File: config.mk
export PLATFORM = sky130hd
export DESIGN_NAME = mem_arbiter
export DESIGN_NICKNAME = d
export VERILOG_FILES = /design/src/rtl/mem_arbiter.sv
export SDC_FILE = /design/constraint.sdc
export NUM_CORES = 1
export LEC_CHECK = 0
export ABC_AREA = 1
export CORE_AREA = 4 4 117 119
export DETAILED_ROUTE_END_ITERATION = 8
export DIE_AREA = 0 0 121 123
export GPL_TIMING_DRIVEN = 0
export PLACE_DENSITY_LB_ADDON = 0.15
export SYNTH_ARGS = -nofsm -noshare
export SYNTH_HDL_FRONTEND = slang
export SYNTH_SLANG_ARGS = --single-unit
File: constraint.sdc
create_clock -name clk -period 2.3 [get_ports clk]
set_input_delay 0.575 -clock clk [delete_from_list [all_inputs] [get_ports clk]]
set_output_delay 0.575 -clock clk [all_outputs]
set_load 0.1 [all_outputs]
File: src/rtl/mem_arbiter.sv
// rtl/mem_arbiter.sv - CPU/debug data-memory port arbiter with bounded debug starvation
// Optional statistics counters enabled by defining MEM_ARB_STATS_EN.
module mem_arbiter #(
    parameter int ADDR_W     = 32,
    parameter int DATA_W     = 32,
    parameter int STARVE_MAX = 4
) (
    input  logic              clk,
    input  logic              rst,
    input  logic              cpu_load,
    input  logic              cpu_store,
    input  logic [ADDR_W-1:0] cpu_addr,
    input  logic [2:0]        cpu_type,
    input  logic [DATA_W-1:0] cpu_wdata,
    output logic [DATA_W-1:0] cpu_rdata,
    output logic              cpu_stall,
    input  logic              dbg_req,
    input  logic              dbg_we,
    input  logic [ADDR_W-1:0] dbg_addr,
    input  logic [DATA_W-1:0] dbg_wdata,
    output logic              dbg_ack,
    output logic [DATA_W-1:0] dbg_rdata,
    output logic              mem_load,
    output logic              mem_store,
    output logic [ADDR_W-1:0] mem_addr,
    output logic [2:0]        mem_type,
    output logic [DATA_W-1:0] mem_wdata,
    input  logic [DATA_W-1:0] mem_rdata
`ifdef MEM_ARB_STATS_EN
    ,
    output logic [15:0]       stat_dbg_grants,
    output logic [15:0]       stat_stall_cycles
`endif
);

    localparam logic [3:0] STARVE_LIM = 4'(STARVE_MAX);

    logic [3:0] starve_cnt;
    logic       cpu_req;
    logic       dbg_elig;
    logic       grant_dbg;
    logic       grant_cpu;

    // The ack cycle locks debug out so a still-held request cannot run twice.
    assign cpu_req   = cpu_load | cpu_store;
    assign dbg_elig  = dbg_req & ~dbg_ack;
    assign grant_dbg = dbg_elig & (~cpu_req | (starve_cnt == STARVE_LIM));
    assign grant_cpu = cpu_req & ~grant_dbg;
    assign cpu_stall = cpu_req & grant_dbg;

    always_comb begin
        mem_load  = 1'b0;
        mem_store = 1'b0;
        mem_addr  = '0;
        mem_type  = 3'b000;
        mem_wdata = '0;
        cpu_rdata = '0;
        if (grant_cpu) begin
            mem_load  = cpu_load;
            mem_store = cpu_store;
            mem_addr  = cpu_addr;
            mem_type  = cpu_type;
            mem_wdata = cpu_wdata;
            cpu_rdata = mem_rdata;
        end else if (grant_dbg) begin
            mem_load  = ~dbg_we;
            mem_store = dbg_we;
            mem_addr  = dbg_addr;
            mem_type  = 3'b010;
            mem_wdata = dbg_wdata;
        end
    end

    always_ff @(posedge clk or negedge rst) begin
        if (!rst) begin
            starve_cnt <= 4'd0;
        end else if (grant_dbg || !dbg_req) begin
            starve_cnt <= 4'd0;
        end else if (grant_cpu && dbg_elig && starve_cnt != STARVE_LIM) begin
            starve_cnt <= starve_cnt + 4'd1;
        end
    end

    always_ff @(posedge clk or negedge rst) begin
        if (!rst) begin
            dbg_ack   <= 1'b0;
            dbg_rdata <= '0;
        end else begin
            dbg_ack <= grant_dbg;
            if (grant_dbg && !dbg_we) begin
                dbg_rdata <= mem_rdata;
            end
        end
    end

`ifdef MEM_ARB_STATS_EN
    always_ff @(posedge clk or negedge rst) begin
        if (!rst) begin
            stat_dbg_grants   <= 16'd0;
            stat_stall_cycles <= 16'd0;
        end else begin
            if (grant_dbg && stat_dbg_grants != 16'hFFFF) begin
                stat_dbg_grants <= stat_dbg_grants + 16'd1;
            end
            if (cpu_stall && stat_stall_cycles != 16'hFFFF) begin
                stat_stall_cycles <= stat_stall_cycles + 16'd1;
            end
        end
    end
`endif

endmodule
---- Word level (Yosys, flattened, before mapping) ----
Index checks and enable logic that the tools add are counted.
cells by class
  $add $sub $neg .......................... 1
  eq/ne operators ......................... 2
  mux-type cells .......................... 13
  bitwise logic cells ..................... 10
  reduce and logical (&&, ||, !) cells .... 7
operator list
  cell                                                    count
  two-way mux 32 bit                                      5
  two-way mux 4 bit                                       2
  adder 4 x 1 -> 4 bit (second input constant)            1
  AND 1 bit                                               4
  == test 4 x 3 -> 1 bit (second input constant)          1
  two-way mux 1 bit                                       4
  inequality test 4 x 3 -> 1 bit (second input constant)  1
  inverter 1 bit                                          4
  logical AND 1 bit                                       3
  two-way mux 3 bit                                       1
  logical NOT 1 bit                                       2
  two-way mux 2 bit                                       1
  bitwise OR 1 bit                                        2
  nonzero test 2 bit                                      1
  logical OR 1 bit                                        1
storage, ports and cells
  flip-flop bits (word level) ............. 37
  input port bits ......................... 169
  output and inout port bits .............. 135
  logic and storage cells ................. 36

---- Depth between registers and ports, before layout ----
Gate-level depths: netlist (run 1).
  depth in word-level cells ............... 10
  gate-level depth with buffers ........... 9

---- Worst setup path after synthesis (run 1) ----
No wires, ideal clock.
  path kind ............................... register to output
  start ................................... register dbg_ack
  end ..................................... output port cpu_stall
  arrival ................................. 2828 ps
  slack ................................... -1103 ps
  cell stages (with the launch flop) ...... 5
  buffers on the path ..................... 1
  path through ............................ dfrtp_1 -> nor2_8 -> nand2_4 -> buf_2 -> a21oi_1
between the ends
  word-level cells in the longest chain between the ends .. 4
RTL lines
  element                 line  RTL
  from (decl)             21    output logic dbg_ack,
  from (signal assigned)  89    dbg_ack <= grant_dbg;
  inverter 1 bit          46    assign dbg_elig = dbg_req & ~dbg_ack;
  AND 1 bit               46
  AND 1 bit               47    assign grant_dbg = dbg_elig & (~cpu_req | (starve_cnt == STARVE_LIM));
  AND 1 bit               49    assign cpu_stall = cpu_req & grant_dbg;
  to (decl)               16    output logic cpu_stall,
Every way passes these cells.

---- Worst setup path after layout (run 1) ----
  start ................................... register starve_cnt[0]
  end ..................................... output port mem_addr[19]
between the ends
  word-level cells in the longest chain between the ends .. 6
RTL lines
  element                     line  RTL
  from (decl)                 38    logic [3:0] starve_cnt;
  from (signal assigned)      80    starve_cnt <= starve_cnt + 4'd1;
  == test 4 x 3 -> 1 bit (*)  47
  bitwise OR 1 bit (*)        47
  AND 1 bit (*)               47
  inverter 1 bit              48    assign grant_cpu = cpu_req & ~grant_dbg;
  AND 1 bit                   48
  two-way mux 32 bit (*)      58    if (grant_cpu) begin
  to (decl)                   25    output logic [ADDR_W-1:0] mem_addr,
Mark *: on every way between the ends. The rest lies on a longest branch, timed or not.

==> impl_metrics.toml, run 1 <==
[worst_setup_path]
crit_arrival_ns = 1.82
path_class = "reg2out"
cp-end-kind = "output port"
critPathRequiredTime_ns = 1.73
r2r_cells = 11
critPathLaunchType = "flop"
path_max_fanout = 6

[worst_hold_path]
holdCritPathClass = "in2async"

[logic_synthesis]
synth_area_um2 = 2970
syn-num-nets = 649
yosysUniqueCellTypes = 20
synth-seq-area-share_pct = 31.2
yosysMostFrequentCell = "nand2_1"
synthTopCellsByCount = "141 x nand2_1, 131 x nand3_1, 40 x inv_1, 37 x dfrtp_1, 37 x nor2_1"
yosysWarningCount = 0
postSynthCellCount = 478
yosys-top-cells-area = "dfrtp_1 31%, nand3_1 22%, nand2_1 18%"
syn_area_per_cell_um2 = 6.21
synthArstFlopShare_pct = 100
synth_seq_cells = 37
ys.flop_type = "dfrtp_1"
synth_area_leader_cell = "dfrtp_1"
synth_edf_count = 0
synth_top_area_share_pct = 31.2

[clock_tree]
clk_transition_reported_paths_ns = 0.06
cts-buffers-inserted = 5
cts-root-buf = "clkbuf_16"
clock_path_buffers = 2
cts_max_level = 2
worstSkewPairLatency_ns = 0.28
cts_tree = "done"
clock_sinks = 37

[finish]
nNetsFinal = 987
fill_cells = 961
n_antenna_cell = 0
syn_to_final_growth_pct = 188
drive_above_1_share_pct = 41.5
postLayoutCellArea_um2 = 8570

[routing]
ant_nets = 0
wl_per_cell_um = 18.7
drc = 0
drt_iter0_markers = 224
dr_total_vias = 4714
via_per_inst = 4.77
wl_mm = 18.5
dr.pass1.iters = 5

[sta]
rsz0062_at_grt = "yes"
period_share_pct = 104
setup_ws_ns = -0.0904
fmax_mhz = 418
worst_slew_pin_slew_ns = 1.01
hold_viol_final = 0
skew_ns = 0.00425
relSlewSlack_pct = 32.7
whs_ns = 0.395
final-setup-viol-count = 91
setup_tns_ns = -3.99
maxSlewViolCount = 0
fin_crit_ns = 2.39

[floorplanning]
die_h_um = 123
rows = 41
initial_core_util_pct = 23.6
die-area_um2 = 14900
core_area_um2 = 12600
die_w_um = 121
io_pins = 304

[global_route]
grt_pass1_vias = 5041
antenna_found_initial = 0
grt_first_pass_wirelength_mm = 27.2
grt_max_degree = 38
overflow = 0
grt.total_usage_pct = 23.1

[run_status]
outcome = "finished with violations"
violations = "negative setup slack"

[pwr]
max-vdd-ir-drop_v = 0.000601
p_leak_uw = 0.00402
p_per_area_nw_per_um2 = 833

[place]
place.gp.congestion = 0.847
dpl_cell_area_um2 = 6650
port_buffers = 303
place_ws_ns = -1.65
dp_hpwl_mm = 13.2

[run]
max-cap-violations = 0
==> state kept, by name, summed over array words and instances (netlist names) <==
signal and count:
starve_cnt 4, dbg_ack 1, dbg_rdata 32
==> critical path, cell delays in order (launching register included) <==
cell     delay [ns]
dfrtp_1        0.39
inv_2          0.09
ha_4           0.14
nand3_4        0.11
nand2_8        0.11
nand2_8        0.08
buf_8          0.16
buf_8          0.14
nand3_2        0.07
nand2_2        0.08
buf_12         0.17
==> path summary, 6_finish.rpt <==
kind	from	to	slack, ns
setup / recovery	starve_cnt[0]	mem_addr[19]	-0.09
hold / removal	rst	dbg_rdata[19]	0.40
setup reg to reg	starve_cnt[0]	dbg_rdata[31]	0.49
hold reg to reg	dbg_rdata[26]	dbg_rdata[26]	0.46
max in group asynchronous	rst	dbg_ack	1.32
min in group clk	dbg_rdata[26]	dbg_rdata[26]	0.46
==> timing repair <==
action / CTS / global route
hold buffers: 0 / 0
setup endpoints to repair: 135 / 102
pin swaps: 21 / 17
cloned: 6 / 2
buffers inserted: 20 / 3
gates resized for setup: 1040 / 29
==> routing by layer <==
| metal | up-vias | global-route usage (%) | routed length (um) |
|---|---|---|---|
| met4 | 0 | 8.85 | 639 |
| met3 | 41 | 7.32 | 1560 |
| met2 | 232 | 43.3 | 9730 |
| met1 | 2198 | 24.1 | 6530 |
| li1 | 2243 | - | - |
| met5 | - | 0 | 0 |
==> report_power, final <==
group | switching, uW | leakage, uW | internal (uW)
Combinational | 3790 | 0.00347 | 1590
Sequential | 115 | 0.000466 | 858
Clock | 263 | 0.0000810 | 514
==> cell families (layout without fill, tap and decap cells) <==
logic type,Yosys count,count (layout),share of synthesized area [%]
fa+ha+maj,2,2,0.842
compound gates,4,4,0.716
xor+xnor,1,1,0.295
simple gates,347,347,53.3
flops,37,37,31.2
buf+inv,87,426,13.6
==> through the flow <==
stage	std cells	utilization, %	power [uW]
final	989	68.2	7130
after global routing	989	68.2	7370
after CTS	984	66.4	7070
after detailed placement	953	52.9	5700
after global placement	953	53.0	5660
after floorplan	478	-	4430
==> cell usage in the layout (no fill, tap or decap), types with 2 or more instances in the layout <==
cell,count
nor2_1,3
nor2_4,34
nand2_2,64
inv_2,5
buf_6,16
clkbuf_1,4
nand4_1,32
dfrtp_1,36
nand3_1,88
buf_12,99
nand2_1,73
nand2_8,3
clkbuf_16,7
dlygate4sd2_1,34
clkdlybuf4s50_1,164
buf_2,14
nand2_4,5
nand3_2,39
inv_1,37
a21oi_1,2
buf_8,12
buf_16,2
nand3_4,5
buf_4,26
==> layout make-up <==
cell class	count	area, um2	area share (%)
repair buffers	334	4310	50.3
multi-input cells	354	2400	28.0
flip-flops and latches	37	927	10.8
plain buffers	40	374	4.37
well taps	172	215	2.51
inverters	44	169	1.97
clock buffers	6	129	1.50
clock inverters	2	38.8	0.453
No activity file was read; power rests on OpenSTA's default activity.
==> inputs of run 2 (changes only) <==
CTS_CLUSTER_SIZE = 24   (was not set)
==> results of run 2 <==
Final layout, timing and power as in run 1 (identical DEF).
